[config.mk]
export PLATFORM = sky130hd
export DESIGN_NAME = ram_arbiter
export DESIGN_NICKNAME = d
export VERILOG_FILES = /design/src/rtl/ram_arbiter.sv
export SDC_FILE = /design/constraint.sdc
export NUM_CORES = 1
export LEC_CHECK = 0
export CAP_MARGIN = 15
export CORE_AREA = 2 2 134 136
export CTS_CLUSTER_SIZE = 16
export DETAILED_ROUTE_END_ITERATION = 8
export DIE_AREA = 0 0 136 138
export PLACE_DENSITY = 0.53
export SYNTH_ARGS = -nofsm -noshare
export SYNTH_HDL_FRONTEND = slang
export SYNTH_SLANG_ARGS = --single-unit
[constraint.sdc]
create_clock -name clk -period 3.74 [get_ports clk]
set_input_delay 1.122 -clock clk [delete_from_list [all_inputs] [get_ports clk]]
set_output_delay 1.122 -clock clk [all_outputs]
set_load 0.01 [all_outputs]
[src/rtl/ram_arbiter.sv]
// Two-master arbiter for the shared SoC data RAM: round-robin with an M1 burst lock,
// a lock-length limit that bounds M0 starvation, and tagged one-cycle read return.
module ram_arbiter #(
   parameter int ADDR_W   = 32,
   parameter int DATA_W   = 32,
   parameter int MAX_LOCK = 16
) (
   input  logic                  clk,
   input  logic                  rst_n,
   input  logic                  m0_req_i,
   input  logic [ADDR_W-1:0]     m0_addr_i,
   input  logic [DATA_W/8-1:0]   m0_we_i,
   input  logic [DATA_W-1:0]     m0_wdata_i,
   output logic                  m0_gnt_o,
   output logic                  m0_rvalid_o,
   output logic [DATA_W-1:0]     m0_rdata_o,
   input  logic                  m1_req_i,
   input  logic [ADDR_W-1:0]     m1_addr_i,
   input  logic [DATA_W/8-1:0]   m1_we_i,
   input  logic [DATA_W-1:0]     m1_wdata_i,
   input  logic                  m1_lock_i,
   output logic                  m1_gnt_o,
   output logic                  m1_rvalid_o,
   output logic [DATA_W-1:0]     m1_rdata_o,
   output logic [DATA_W/8-1:0]   ram_wr_en_o,
   output logic [ADDR_W-1:0]     ram_wr_addr_o,
   output logic [DATA_W-1:0]     ram_wr_data_o,
   output logic                  ram_rd_en_o,
   output logic [ADDR_W-1:0]     ram_rd_addr_o,
   input  logic [DATA_W-1:0]     ram_rd_data_i
);

   localparam int BE_W  = DATA_W / 8;
   localparam int CNT_W = $clog2(MAX_LOCK + 1);
   localparam logic [CNT_W-1:0] LOCK_MAX = CNT_W'(MAX_LOCK);

   logic              last_r;
   logic              lock_r;
   logic [CNT_W-1:0]  lock_cnt_r;
   logic              rd_pend_r;
   logic              rd_owner_r;

   logic              gnt0_s;
   logic              gnt1_s;
   logic              forced_s;
   logic              last_nxt_s;
   logic              lock_nxt_s;
   logic [CNT_W-1:0]  cnt_nxt_s;
   logic              pend_nxt_s;
   logic              owner_nxt_s;
   logic [BE_W-1:0]   win_we_s;
   logic [ADDR_W-1:0] win_addr_s;
   logic [DATA_W-1:0] win_wdata_s;

   // State register: arbitration history, lock tracking and the outstanding read tag
   always_ff @(posedge clk or negedge rst_n) begin
      if (!rst_n) begin
         last_r     <= 1'b1;
         lock_r     <= 1'b0;
         lock_cnt_r <= '0;
         rd_pend_r  <= 1'b0;
         rd_owner_r <= 1'b0;
      end else begin
         last_r     <= last_nxt_s;
         lock_r     <= lock_nxt_s;
         lock_cnt_r <= cnt_nxt_s;
         rd_pend_r  <= pend_nxt_s;
         rd_owner_r <= owner_nxt_s;
      end
   end

   // Grant decision; nothing is honoured while reset is held
   always_comb begin
      gnt0_s   = 1'b0;
      gnt1_s   = 1'b0;
      forced_s = 1'b0;
      if (rst_n) begin
         case ({m0_req_i, m1_req_i})
            2'b10: gnt0_s = 1'b1;
            2'b01: gnt1_s = 1'b1;
            2'b11: begin
               if (lock_r) begin
                  if (lock_cnt_r == LOCK_MAX) begin
                     gnt0_s   = 1'b1;
                     forced_s = 1'b1;
                  end else begin
                     gnt1_s = 1'b1;
                  end
               end else if (last_r) begin
                  gnt0_s = 1'b1;
               end else begin
                  gnt1_s = 1'b1;
               end
            end
            default: begin
               gnt0_s = 1'b0;
               gnt1_s = 1'b0;
            end
         endcase
      end else begin
         gnt0_s = 1'b0;
         gnt1_s = 1'b0;
      end
   end

   // Next-state: round-robin pointer, lock set/clear, starvation counter, read tag
   always_comb begin
      last_nxt_s  = last_r;
      lock_nxt_s  = lock_r;
      cnt_nxt_s   = lock_cnt_r;
      owner_nxt_s = rd_owner_r;
      if (gnt1_s) begin
         last_nxt_s = 1'b1;
      end else if (gnt0_s) begin
         last_nxt_s = 1'b0;
      end else begin
         last_nxt_s = last_r;
      end
      if (gnt1_s) begin
         lock_nxt_s = m1_lock_i;
      end else if (!m1_req_i || forced_s) begin
         lock_nxt_s = 1'b0;
      end else begin
         lock_nxt_s = lock_r;
      end
      // Only cycles where M0 actually waits on a held lock count toward the limit
      if (!lock_nxt_s) begin
         cnt_nxt_s = '0;
      end else if (lock_r && m0_req_i && !gnt0_s && (lock_cnt_r != LOCK_MAX)) begin
         cnt_nxt_s = lock_cnt_r + CNT_W'(1);
      end else begin
         cnt_nxt_s = lock_cnt_r;
      end
      pend_nxt_s = (gnt0_s && (m0_we_i == '0)) || (gnt1_s && (m1_we_i == '0));
      if (gnt1_s) begin
         owner_nxt_s = 1'b1;
      end else if (gnt0_s) begin
         owner_nxt_s = 1'b0;
      end else begin
         owner_nxt_s = rd_owner_r;
      end
   end

   // Outputs: grants, winner-driven RAM port, and read data steered to its owner
   always_comb begin
      m0_gnt_o      = gnt0_s;
      m1_gnt_o      = gnt1_s;
      win_we_s      = gnt1_s ? m1_we_i    : m0_we_i;
      win_addr_s    = gnt1_s ? m1_addr_i  : m0_addr_i;
      win_wdata_s   = gnt1_s ? m1_wdata_i : m0_wdata_i;
      ram_wr_en_o   = '0;
      ram_wr_addr_o = '0;
      ram_wr_data_o = '0;
      ram_rd_en_o   = 1'b0;
      ram_rd_addr_o = '0;
      if (gnt0_s || gnt1_s) begin
         if (win_we_s != '0) begin
            ram_wr_en_o   = win_we_s;
            ram_wr_addr_o = win_addr_s;
            ram_wr_data_o = win_wdata_s;
         end else begin
            ram_rd_en_o   = 1'b1;
            ram_rd_addr_o = win_addr_s;
         end
      end else begin
         ram_rd_en_o = 1'b0;
      end
      m0_rvalid_o = rd_pend_r && !rd_owner_r;
      m1_rvalid_o = rd_pend_r && rd_owner_r;
      m0_rdata_o  = m0_rvalid_o ? ram_rd_data_i : '0;
      m1_rdata_o  = m1_rvalid_o ? ram_rd_data_i : '0;
   end

endmodule

==> results of run 1 <==
power groups by stage:
stage                     Combinational [mW]  Clock (mW)  Sequential, mW
after floorplan                        0.227           0           0.110
final                                  0.661       0.192           0.109
after CTS                              0.673       0.195           0.108
after detailed placement               0.647           0           0.110
after global routing                   0.713       0.200           0.109
after global placement                 0.648           0           0.110
repair_timing:
item,CTS,global route
endpoints found under the setup margin,103,84
gates cloned,5,3
buffers inserted,12,6
pin swaps,5,3
resized for setup,333,96
area by class of cell:
cell class                      count  area, sq um  share of cell area
Multi-Input combinational cell    402         2180               0.333
Timing Repair Buffer              404         3750               0.573
Clock buffer                        4         78.8              0.0120
Sequential cell                     9          226              0.0346
Tap cell                          229          287              0.0438
Antenna cell                        2         5.00            0.000765
Inverter                            5         18.8             0.00287
layer usage:
| layer | wire length [um] | part of all wire |
|---|---|---|
| met1 | 7120 | 0.41 |
| met2 | 8380 | 0.49 |
| met3 | 1510 | 0.088 |
| met4 | 199 | 0.012 |
| met5 | 0 | 0 |
path summary, 6_finish.rpt:
kind,start,end,slack [ns],cells after the start
worst max-delay path,m0_req_i,ram_wr_en_o[3],0.04,8
min in group asynchronous,rst_n,lock_cnt_r[0],0.87,2
worst max register to register,lock_cnt_r[0],rd_owner_r,2.03,8
worst min-delay path,last_r,last_r,0.52,1
max in group asynchronous,rst_n,last_r,2.66,2
worst min register to register,last_r,last_r,0.52,1
placed cells by master (no fill, tap or decap), drive strengths merged:
master / synthesis / routed
and4bb: 1 / 1
nor2b: 6 / 6
nand2: 96 / 96
nor2: 17 / 17
o22ai: 2 / 2
o21ai: 93 / 93
a21o: 2 / 2
and3: 32 / 32
or3: 1 / 1
buf: 31 / 125
nand3: 94 / 94
nor3: 2 / 2
clkdlybuf4s15: 0 / 6
dfstp: 1 / 1
a21oi: 1 / 1
and2: 35 / 35
inv: 5 / 5
diode: 0 / 2
xnor2: 3 / 3
a32oi: 2 / 2
ha: 2 / 2
clkbuf: 18 / 40
o21a: 1 / 1
dlygate4sd2: 0 / 9
a211o: 1 / 1
nor4: 3 / 3
clkdlybuf4s50: 0 / 228
dfrtp: 8 / 8
mux2i: 7 / 7
and2b: 1 / 1
sequential cells by signal (all words and copies together), names as in the netlist:
| register | cells |
|---|---|
| lock_r | 1 |
| rd_pend_r | 1 |
| rd_owner_r | 1 |
| last_r | 1 |
| lock_cnt_r | 5 |
through the flow:
step	hold slack, ns	total power, mW	instances	utilization	instance area, sq um
CTS	0.526	0.976	1045	0.384	6740
global route	0.535	1.02	1054	0.373	6540
global placement	0.512	0.758	1025	0.371	6500
floorplan	0.498	0.337	465	-	2630
detailed placement	0.521	0.757	1025	0.371	6500
finish	0.525	0.961	1055	0.373	6550
logic make-up after synthesis:
logic type / count (synthesis) / share of synthesized area
simple gates: 288 / 0.547
xor+xnor: 3 / 0.0100
mux: 7 / 0.0281
buf+inv: 54 / 0.112
fa+ha+maj: 2 / 0.00953
compound gates: 102 / 0.208
flops: 9 / 0.0863
worst reg2reg max path, cell delays in order (launching register included):
cell	delay, ns
dfrtp_1	0.41
inv_1	0.07
ha_1	0.15
and4bb_4	0.29
o22ai_4	0.09
buf_12	0.14
buf_12	0.15
buf_6	0.15
a21o_1	0.15
==> impl_metrics.ini, run 1 <==
[run_status]
status = completed

[setup_path]
crit_family = buffers and inverters
required_ns = 2.62
endpoint_kind = primary output
cp-start-kind = input pin
worst-path-max-fanout = 7
cp.arrival_ns = 2.58
path_cells = clkdlybuf4s15_2 -> o21a_1 -> o22ai_4 -> buf_12 -> buf_16 -> mux2i_2 -> nor2_1 -> dlygate4sd2_1
slowest_stage = dlygate4sd2_1
cp_num_buf_inv = 4
critPathKind = in -> out
max_stage_delay_ns = 0.29

[yosys]
yosys_warnings = 0
yosys.cell_types.count = 35
synth_most_common_cell = nand2_1
synth-edff-count = 0
ys_top_cells_by_count = nand2_1 (96), nand3_1 (94), o21ai_1 (65)
synthTopCellsByArea = nand3_1 (18%), nand2_1 (14%), o21ai_1 (12%)
postSynthCellCount = 465
synthFlopType = dfrtp_1
synth_nets = 640
synthesis.area_sq_mm = 0.00263
seq_area_frac_synth = 0.0863
ys_async_sr_fraction = 1.00
synth.top_cell.area_share = 0.179
synth_top_area_cell = nand3_1
ys_ff_latch = 9
syn_area_per_cell_sq_um = 5.65

[final_layout]
fill_cells = 1965
fin_nets = 1000
drive_gt1_frac = 0.225
area_growth_pct = 149

[power]
ir_drop_uv = 134
p_leak_nw = 2.80
pwr_density_cell_mw_per_mm2 = 147
clkPwrFrac = 0.200
comb_power_share = 0.687
p_int_mw = 0.613
p_sw_frac = 0.362
seqPwrFrac = 0.113
p_sw_mw = 0.348

[global_route]
busiest_layer = met2
gr-total-overflow = 0
use_met1 = 0.212
grt_pass1_vias = 4379
gr-usage-all-layers = 0.168
grtUsageMet2 = 0.300
grt_start_max_net_pins = 35
grtUsageMet3 = 0.0312
grt_pass1_wl_um = 25300
antenna_found_initial = 1

[sta]
worst_pin_slew_ns = 0.492
setup_viol = 0
drv_slew = 0
fin_skew_ns = 0.00253
hold_viol = 0
grt_setup_unrepaired = true
period_share = 0.990
slew_headroom = 0.672
layout_setup_ws_ns = 0.0356
fmax_ghz = 0.270
period_needed_ns = 3.70
fin_tns_setup_ns = 0

[floorplan]
core_sq_mm = 0.0175
start_util = 0.150
num_io_pins = 342
die_w_um = 136
die_y_um = 138
die_area_sq_mm = 0.0188
rows = 49

[clock_tree]
h-tree-depth = 1
ctsLongestPathBuffers = 2
cts_tree = yes
numCtsBuffers = 3
cts_sinks = 9
clk_latency_ns = 0.24
cts-hold-fix-buffers = 0
clkTransAtPathRegs_ns = 0.04
cts_root_buffer = clkbuf_16

[routing]
post_drt_wl_per_cell_um = 16.3
drcViolationCount = 0
ant_nets = 0
wl_um = 17200
vias = 4608
first_iter_violations = 175
avgViaCountPerCell = 4.37
first_pass_iters = 4

[min_path]
min_path_type = reg -> reg

[placed_design]
place_congestion = 0.783
dp_worst_setup_slack_ns = -0.681
portBuffers = 341
post-dp-hpwl_um = 12500

[flow_run]
max_cap_viol_count = 0
Note: power is estimated with default switching activity, not from simulation.
==> run 2: changes to the inputs <==
--- a/config.mk
+++ b/config.mk
@@ -11,6 +11,7 @@
 export DETAILED_ROUTE_END_ITERATION = 8
 export DIE_AREA = 0 0 136 138
 export PLACE_DENSITY = 0.53
+export SKIP_LAST_GASP = 1
 export SYNTH_ARGS = -nofsm -noshare
 export SYNTH_HDL_FRONTEND = slang
 export SYNTH_SLANG_ARGS = --single-unit
==> impl_metrics.ini, run 2 (synthesis results as in run 1) <==
[run_status]
status = completed

[clock_tree]
numCtsBuffers = 3
clkTransAtPathRegs_ns = 0.04
cts_sinks = 9
clk_latency_ns = 0.24
cts_tree = yes
h-tree-depth = 1
cts_root_buffer = clkbuf_16
ctsLongestPathBuffers = 2

[final_layout]
largest_register_ffs = 5
final_cell_mix = clkdlybuf4s50_1 (228), nand2_1 (95), nand3_1 (92), o21ai_1 (69), buf_2 (58)
largest-register = lock_cnt_r
ff_latch_area_sq_um = 226
fill_cells = 1966
area_growth_pct = 149
multi_input_area_sq_mm = 0.00217
fin_nets = 997
drive_gt1_frac = 0.219
layout_commonest_cell = clkdlybuf4s50_1

[setup_path]
critPathKind = in -> out
cp.arrival_ns = 2.60
required_ns = 2.62
cp-start-kind = input pin
endpoint_kind = primary output
worst-path-max-fanout = 11

[sta]
fin_skew_ns = 0.00255
slew_headroom = 0.672
setup_viol = 0
hold_viol = 0
fmax_ghz = 0.269
worst_pin_slew_ns = 0.492
grt_setup_unrepaired = true
layout_setup_ws_ns = 0.0168
period_needed_ns = 3.72
drv_slew = 0
period_share = 0.996

[global_route]
gr-total-overflow = 0
grt_pass1_vias = 4382
gr-usage-all-layers = 0.168
antenna_found_initial = 1
grt_start_max_net_pins = 35
grt_pass1_wl_um = 25300

[power]
p_leak_nw = 2.78
ir_drop_uv = 134
pwr_density_cell_mw_per_mm2 = 147
total_power_mw = 0.960

[routing]
first_pass_iters = 4
vias = 4592
post_drt_wl_per_cell_um = 16.3
ant_nets = 0
first_iter_violations = 153
avgViaCountPerCell = 4.37
wl_um = 17200
drcViolationCount = 0

[floorplan]
core_sq_mm = 0.0175
num_io_pins = 342
start_util = 0.150
rows = 49
die_y_um = 138
die_w_um = 136
die_area_sq_mm = 0.0188

[min_path]
min_path_type = reg -> reg

[flow_run]
max_cap_viol_count = 0

[placed_design]
portBuffers = 341
place_congestion = 0.783
post-dp-hpwl_um = 12500
dp_worst_setup_slack_ns = -0.681
run 2: per-stage QoR:
| step | instance area [sq um] | setup TNS (ns) | cells | utilization | hold WS (ns) |
|---|---|---|---|---|---|
| finish | 6530 | 0 | 1051 | 0.373 | 0.527 |
| global route | 6530 | -0.206 | 1051 | 0.373 | 0.535 |
| CTS | 6760 | -0.111 | 1045 | 0.386 | 0.526 |
| detailed placement | 6500 | -63.80 | 1025 | 0.371 | 0.521 |
| global placement | 6500 | -59.55 | 1025 | 0.371 | 0.512 |
| floorplan | 2630 | 0 | 465 | - | 0.498 |
run 2: worst max-delay path, cell delays in order:
cell and delay (ns):
dlygate4sd2_1 0.26, nor4_2 0.31, and2b_2 0.31, buf_12 0.16, nand3_1 0.08, o21ai_1 0.10, clkdlybuf4s15_2 0.26
run 2: path summary, 6_finish.rpt:
kind                                    start  cells after the start                 to  slack [ns]
worst min-delay path                   last_r                      1             last_r        0.53
max in group asynchronous               rst_n                      2             last_r        2.66
worst max-delay path               m1_we_i[1]                      7  ram_rd_addr_o[16]        0.02
worst max register to register  lock_cnt_r[0]                      8         rd_owner_r        2.03
worst min register to register         last_r                      1             last_r        0.53
min in group asynchronous               rst_n                      2      lock_cnt_r[0]        0.87
run 2: cell type report:
class,count,area share
tap,229,0.0439
antenna,1,0.000383
timing repair buffer,401,0.573
sequential,9,0.0347
inverter,5,0.00287
clock buffer,4,0.0121
multi-input combinational,402,0.333
run 2: per-layer routing:
layer	up-vias	GRT usage	wire length, um
li1	2329	-	-
met1	2052	0.212	7170
met2	197	0.300	8400
met3	14	0.0308	1400
met4	0	0.0285	199
met5	-	0	0
run 2: timing repair:
| item | 4_1_cts | 5_1_grt |
|---|---|---|
| pin swaps | 5 | 3 |
| cloned | 5 | 3 |
| setup endpoints to repair | 103 | 84 |
| setup buffers | 12 | 3 |
| resized for setup | 325 | 95 |
| hold buffers | 0 | 0 |
run 2: power by group:
part	switching, mW	internal, mW
Clock	0.0490	0.143
Sequential	0.00432	0.104
Combinational	0.295	0.365
Total	0.348	0.612
==> variant 1: new RTL, settings of run 2 <==
Set the parameter `ADDR_W` to 48 (it was 32).
--- a/src/rtl/ram_arbiter.sv
+++ b/src/rtl/ram_arbiter.sv
@@ -2,5 +2,5 @@
 // a lock-length limit that bounds M0 starvation, and tagged one-cycle read return.
 module ram_arbiter #(
-   parameter int ADDR_W   = 32,
+   parameter int ADDR_W   = 48,
    parameter int DATA_W   = 32,
    parameter int MAX_LOCK = 16
Ports: changed (resized m0_addr_i, m1_addr_i, ram_rd_addr_o and ram_wr_addr_o); port bits go from 342 to 406. No check against the original RTL was run, so the function may have changed too.
==> variant 1 against run 2 <==
Die area stayed put. First-iteration DRC count is 95% higher. Final area is 26% higher. Non-clock buffer count is 115 higher. Setup slack worse by 0.016 ns. Sequential cell count stayed put. Via count is 27% higher. Routed wire length is 28% higher. Count of clock-buffer cells in the layout stayed put. Critical endpoint is now ram_rd_addr_o[7]. Total power is 22% higher. Synthesized area is 23% higher. Global-route usage is 4.7 points higher. Largest cell class unchanged. Highest routed layer unchanged.
==> variant 1: results (changes against run 2) <==
status=finished clean (unchanged); Peak VDD IR=0.000127 V (was 0.000134 V); initial DRC count=298 (was 153); slowest CP cell=dlygate4sd2_1 (was nor4_2); GRT Overall Usage=0.215 (was 0.168); Placement Setup Slack=-0.695 ns (was -0.681 ns); Hold/Removal Path Class=register to register (unchanged); Synth area leaders=nand3_1 (20%), nand2_1 (15%), o21ai_0 (9.9%) (was nand3_1 (18%), nand2_1 (14%), o21ai_1 (12%)); WL/cell=17.5 um (was 16.3 um); global routing usage on met1=0.265 (was 0.212); CTS resizes=484 (was 325); Int Power=745 uW (was 612 uW); ant diodes=0 (was 1); met2 routed WL=11.0 mm (was 8.40 mm); share of layout cells above drive strength 1=0.255 (was 0.219); max reg flops=5 (unchanged); met3 usage=0.0436 (was 0.0308); Ys Warns=0 (unchanged); clk_skew=0.00343 ns (was 0.00255 ns); dpl hpwl=15.9 mm (was 12.5 mm); sequential fraction of the synthesis area=0.0703 (was 0.0863); vias in the first global route=5427 (was 4382); Vias=5849 (was 4592); top post-synthesis cells by count=nand2_1 (128), nand3_1 (126), o21ai_0 (64) (was nand2_1 (96), nand3_1 (94), o21ai_1 (65)); met2 Use GR=0.391 (was 0.300); M1 WL=9.08 mm (was 7.17 mm); Register-to-Register Path Depth=11 (was 8); R2R setup slack=1.72 ns (was 2.03 ns); Nets=1240 (was 997); P_leak=0.00361 uW (was 0.00278 uW); DR WL met3=1.72 mm (was 1.40 mm); crit-path max FO=10 (was 11); Worst Path Arrival=2.62 ns (was 2.60 ns); post-CTS setup buffer count=26 (was 12); TritonCTS buffer count=3 (unchanged); Max clock buf depth=2 (unchanged); GPL Wtd Cong=0.850 (was 0.783); Syn Nets=783 (was 640); reg2reg end=rd_pend_r (was rd_owner_r); Netlist cell types=34 (was 35); CP delay by family, top=buffers and inverters (was simple AND/OR/NAND/NOR gates); initial antenna violation count=0 (was 1); drt first pass iters=4 (unchanged); relative slew slack=0.697 (was 0.672); IO Port Bufs=405 (was 341)
variant 1: cell type report:
type	count	area, um^2
clock buffers	4	78.8
multi-input cells	498	2660
flip-flops and latches	9	226
well taps	229	287
fillers	1851	9290
inverters	5	18.8
repair buffers	516	4970
variant 1: power by group through the flow:
| stage | Sequential [uW] | Combinational, uW | Clock [uW] |
|---|---|---|---|
| final | 109 | 878 | 190 |
| after global placement | 109 | 801 | 0 |
| after floorplan | 110 | 283 | 0 |
| after global routing | 110 | 940 | 198 |
| after detailed placement | 110 | 798 | 0 |
| after CTS | 108 | 854 | 192 |
variant 1: stage by stage:
stage / setup TNS, ns / cells / cell area (um^2)
floorplan: 0 / 576 / 3220
global placement: -83.21 / 1203 / 7790
detailed placement: -83.61 / 1203 / 7790
CTS: -5.21 / 1242 / 8130
global route: -0.667 / 1261 / 8240
finish: 0 / 1261 / 8240
variant 1: cells by family (layout without fill, tap and decap cells):
kind of cell,after synthesis,in the layout,share of synthesized area
AO/OA/AOI/OAI,134,134,0.219
XOR/XNOR,3,3,0.00815
adder cells (fa/ha/maj),2,2,0.00776
buffers and inverters,69,525,0.135
flip-flops,9,9,0.0703
multiplexers,7,7,0.0229
AND/OR/NAND/NOR,352,352,0.536
variant 1: worst max-delay path by stage:
stage,from,to,slack [ns],cells after the start
after floorplan,m0_we_i[0],ram_rd_addr_o[0],0.42,6
after global placement,rst_n,ram_wr_data_o[5],-0.72,8
after detailed placement,m0_req_i,ram_wr_data_o[5],-0.70,8
after CTS,m0_req_i,ram_wr_data_o[5],-0.32,9
after global routing,m1_we_i[2],ram_rd_addr_o[10],-0.07,9
final,m1_we_i[2],ram_rd_addr_o[7],0.001,9
==> variant 2: new RTL, settings of run 2 <==
Without the edit above. One comparison of `lock_cnt_r` changes from == to >=.
--- a/src/rtl/ram_arbiter.sv
+++ b/src/rtl/ram_arbiter.sv
@@ -81,5 +81,5 @@
             2'b11: begin
                if (lock_r) begin
-                  if (lock_cnt_r == LOCK_MAX) begin
+                  if (lock_cnt_r >= LOCK_MAX) begin
                      gnt0_s   = 1'b1;
                      forced_s = 1'b1;
Check against the original RTL: no difference found for any inputs over 10 cycles, from zero or initial values and one cycle with rst_n low; that may be too few to reach the edited logic, so the function may still have changed.
==> variant 2 against run 2 <==
Hold slack lost 0.050 ns. Sequential cell count is the same. Clock skew grew 0.0018 ns. Routed wire length shrank 6.5%. Synthesized area shrank 20%. Sequential share of layout area grew 0.17 points. Via count shrank 12%. Final area shrank 4.8%. Die area is the same. Setup slack gained 0.059 ns. Total power shrank 4.0%. Critical path type unchanged. Largest cell class unchanged. Largest power group unchanged.
==> variant 2: results (changes against run 2) <==
Peak VDD IR=0.000111 V (was 0.000134 V); share of layout cells above drive strength 1=0.274 (was 0.219); post-place instance area=6130 um^2 (was 6500 um^2); Vias=4029 (was 4592); Synth Area in XOR/XNOR=0.0125 (was 0.0100); root buffer cell=clkbuf_16 (unchanged); H-tree levels=1 (unchanged); first-pass GRT wire length=23.1 mm (was 25.3 mm); Nets=918 (was 997); post-synthesis cell count=374 (was 465); Slowest Stage Delay on Critical Path=0.48 ns (was 0.31 ns); WL final=16.0 mm (was 17.2 mm); clk_lat worst skew=0.24 ns (about the same); relative slew slack=0.527 (was 0.672); status=finished clean (unchanged); synthesized-area fraction occupied by adder cells=0.0119 (was 0.00953); dpl hpwl=12.9 mm (was 12.5 mm); ant diodes=0 (was 1); clk_skew=0.00433 ns (was 0.00255 ns); GPL Wtd Cong=0.788 (was 0.783); sequential fraction of the synthesis area=0.108 (was 0.0863); Worst Min Path Start=last_r (unchanged); Worst R2R Start=lock_r (was lock_cnt_r[0]); initial antenna violation count=0 (was 1); min Tclk post-route=3.66 ns (was 3.72 ns); TritonCTS buffer count=3 (unchanged); initial DRC count=127 (was 153); Crit. Startpoint=m0_req_i (was m1_we_i[1]); crit-path max FO=8 (was 11); dpl cells=952 (was 1025); GRT Overall Usage=0.158 (was 0.168); drt first pass iters=4 (unchanged); fraction of registers with async set/reset=1.00 (unchanged); worst hold stages=2 (was 1); Syn Nets=549 (was 640); post-synthesis mux area share=0.0202 (was 0.0281); most common flop cell mapped by yosys=dfrtp_1 (unchanged); Fillers=1928 (was 1966); Synth area leaders=nand2_1 (14%), nor2_1 (12%), a22oi_1 (11%) (was nand3_1 (18%), nand2_1 (14%), o21ai_1 (12%)); IO Port Bufs=341 (unchanged); Netlist cell types=32 (was 35); P_leak=0.00280 uW (was 0.00278 uW); final non-filler cell total=971 (was 1051); Worst Path Arrival=2.54 ns (was 2.60 ns); top post-synthesis cells by count=nand2_1 (78), nor2_1 (70), a21oi_1 (37) (was nand2_1 (96), nand3_1 (94), o21ai_1 (65)); Largest Register=lock_cnt_r (unchanged); Synth Area in Compound Gates=0.262 (was 0.208); Hold/Removal Path Class=register to register (unchanged); CP endpoint=ram_wr_addr_o[25] (was ram_rd_addr_o[16]); Ys Warns=0 (unchanged); reg2reg end=rd_pend_r (was rd_owner_r); hold slack=0.477 ns (was 0.527 ns); R2R setup slack=1.92 ns (was 2.03 ns); slowest CP cell=or3_4 (was nor4_2); Register-to-Register Path Depth=6 (was 8); Placement Setup Slack=-0.887 ns (was -0.681 ns)
variant 2: what timing repair did:
item	in CTS	in global routing
pin swaps	5	3
setup endpoints to repair	103	97
gates resized for setup	391	60
buffers inserted	9	3
cloned	3	1
variant 2: power by group:
part	switching, uW	total (uW)	internal, uW
Clock	47.3	190	143
Sequential	3.41	106	103
Combinational	273	626	353
variant 2: worst reg2reg max path: cells and delay by family (launching register included):
kind	cells	cell delay, ns
DFF	1	0.43
buffers and inverters	2	0.29
AOI/OAI and AO/OA	2	0.31
and+or+nand+nor	1	0.04
muxes	1	0.63
variant 2: layer usage:
metal,up-vias,global-route usage,routed length (um)
li1,2008,-,-
met1,1785,0.179,6140
met2,220,0.298,8190
met3,16,0.0345,1470
met4,0,0.0307,244
met5,-,0,0
variant 2: cell type report:
class	count	area (um^2)	area share
multi-input cells	323	1870	0.301
repair buffers	398	3730	0.599
well taps	229	287	0.0460
flip-flops and latches	9	226	0.0364
clock buffers	4	78.8	0.0127
inverters	8	30.0	0.00483
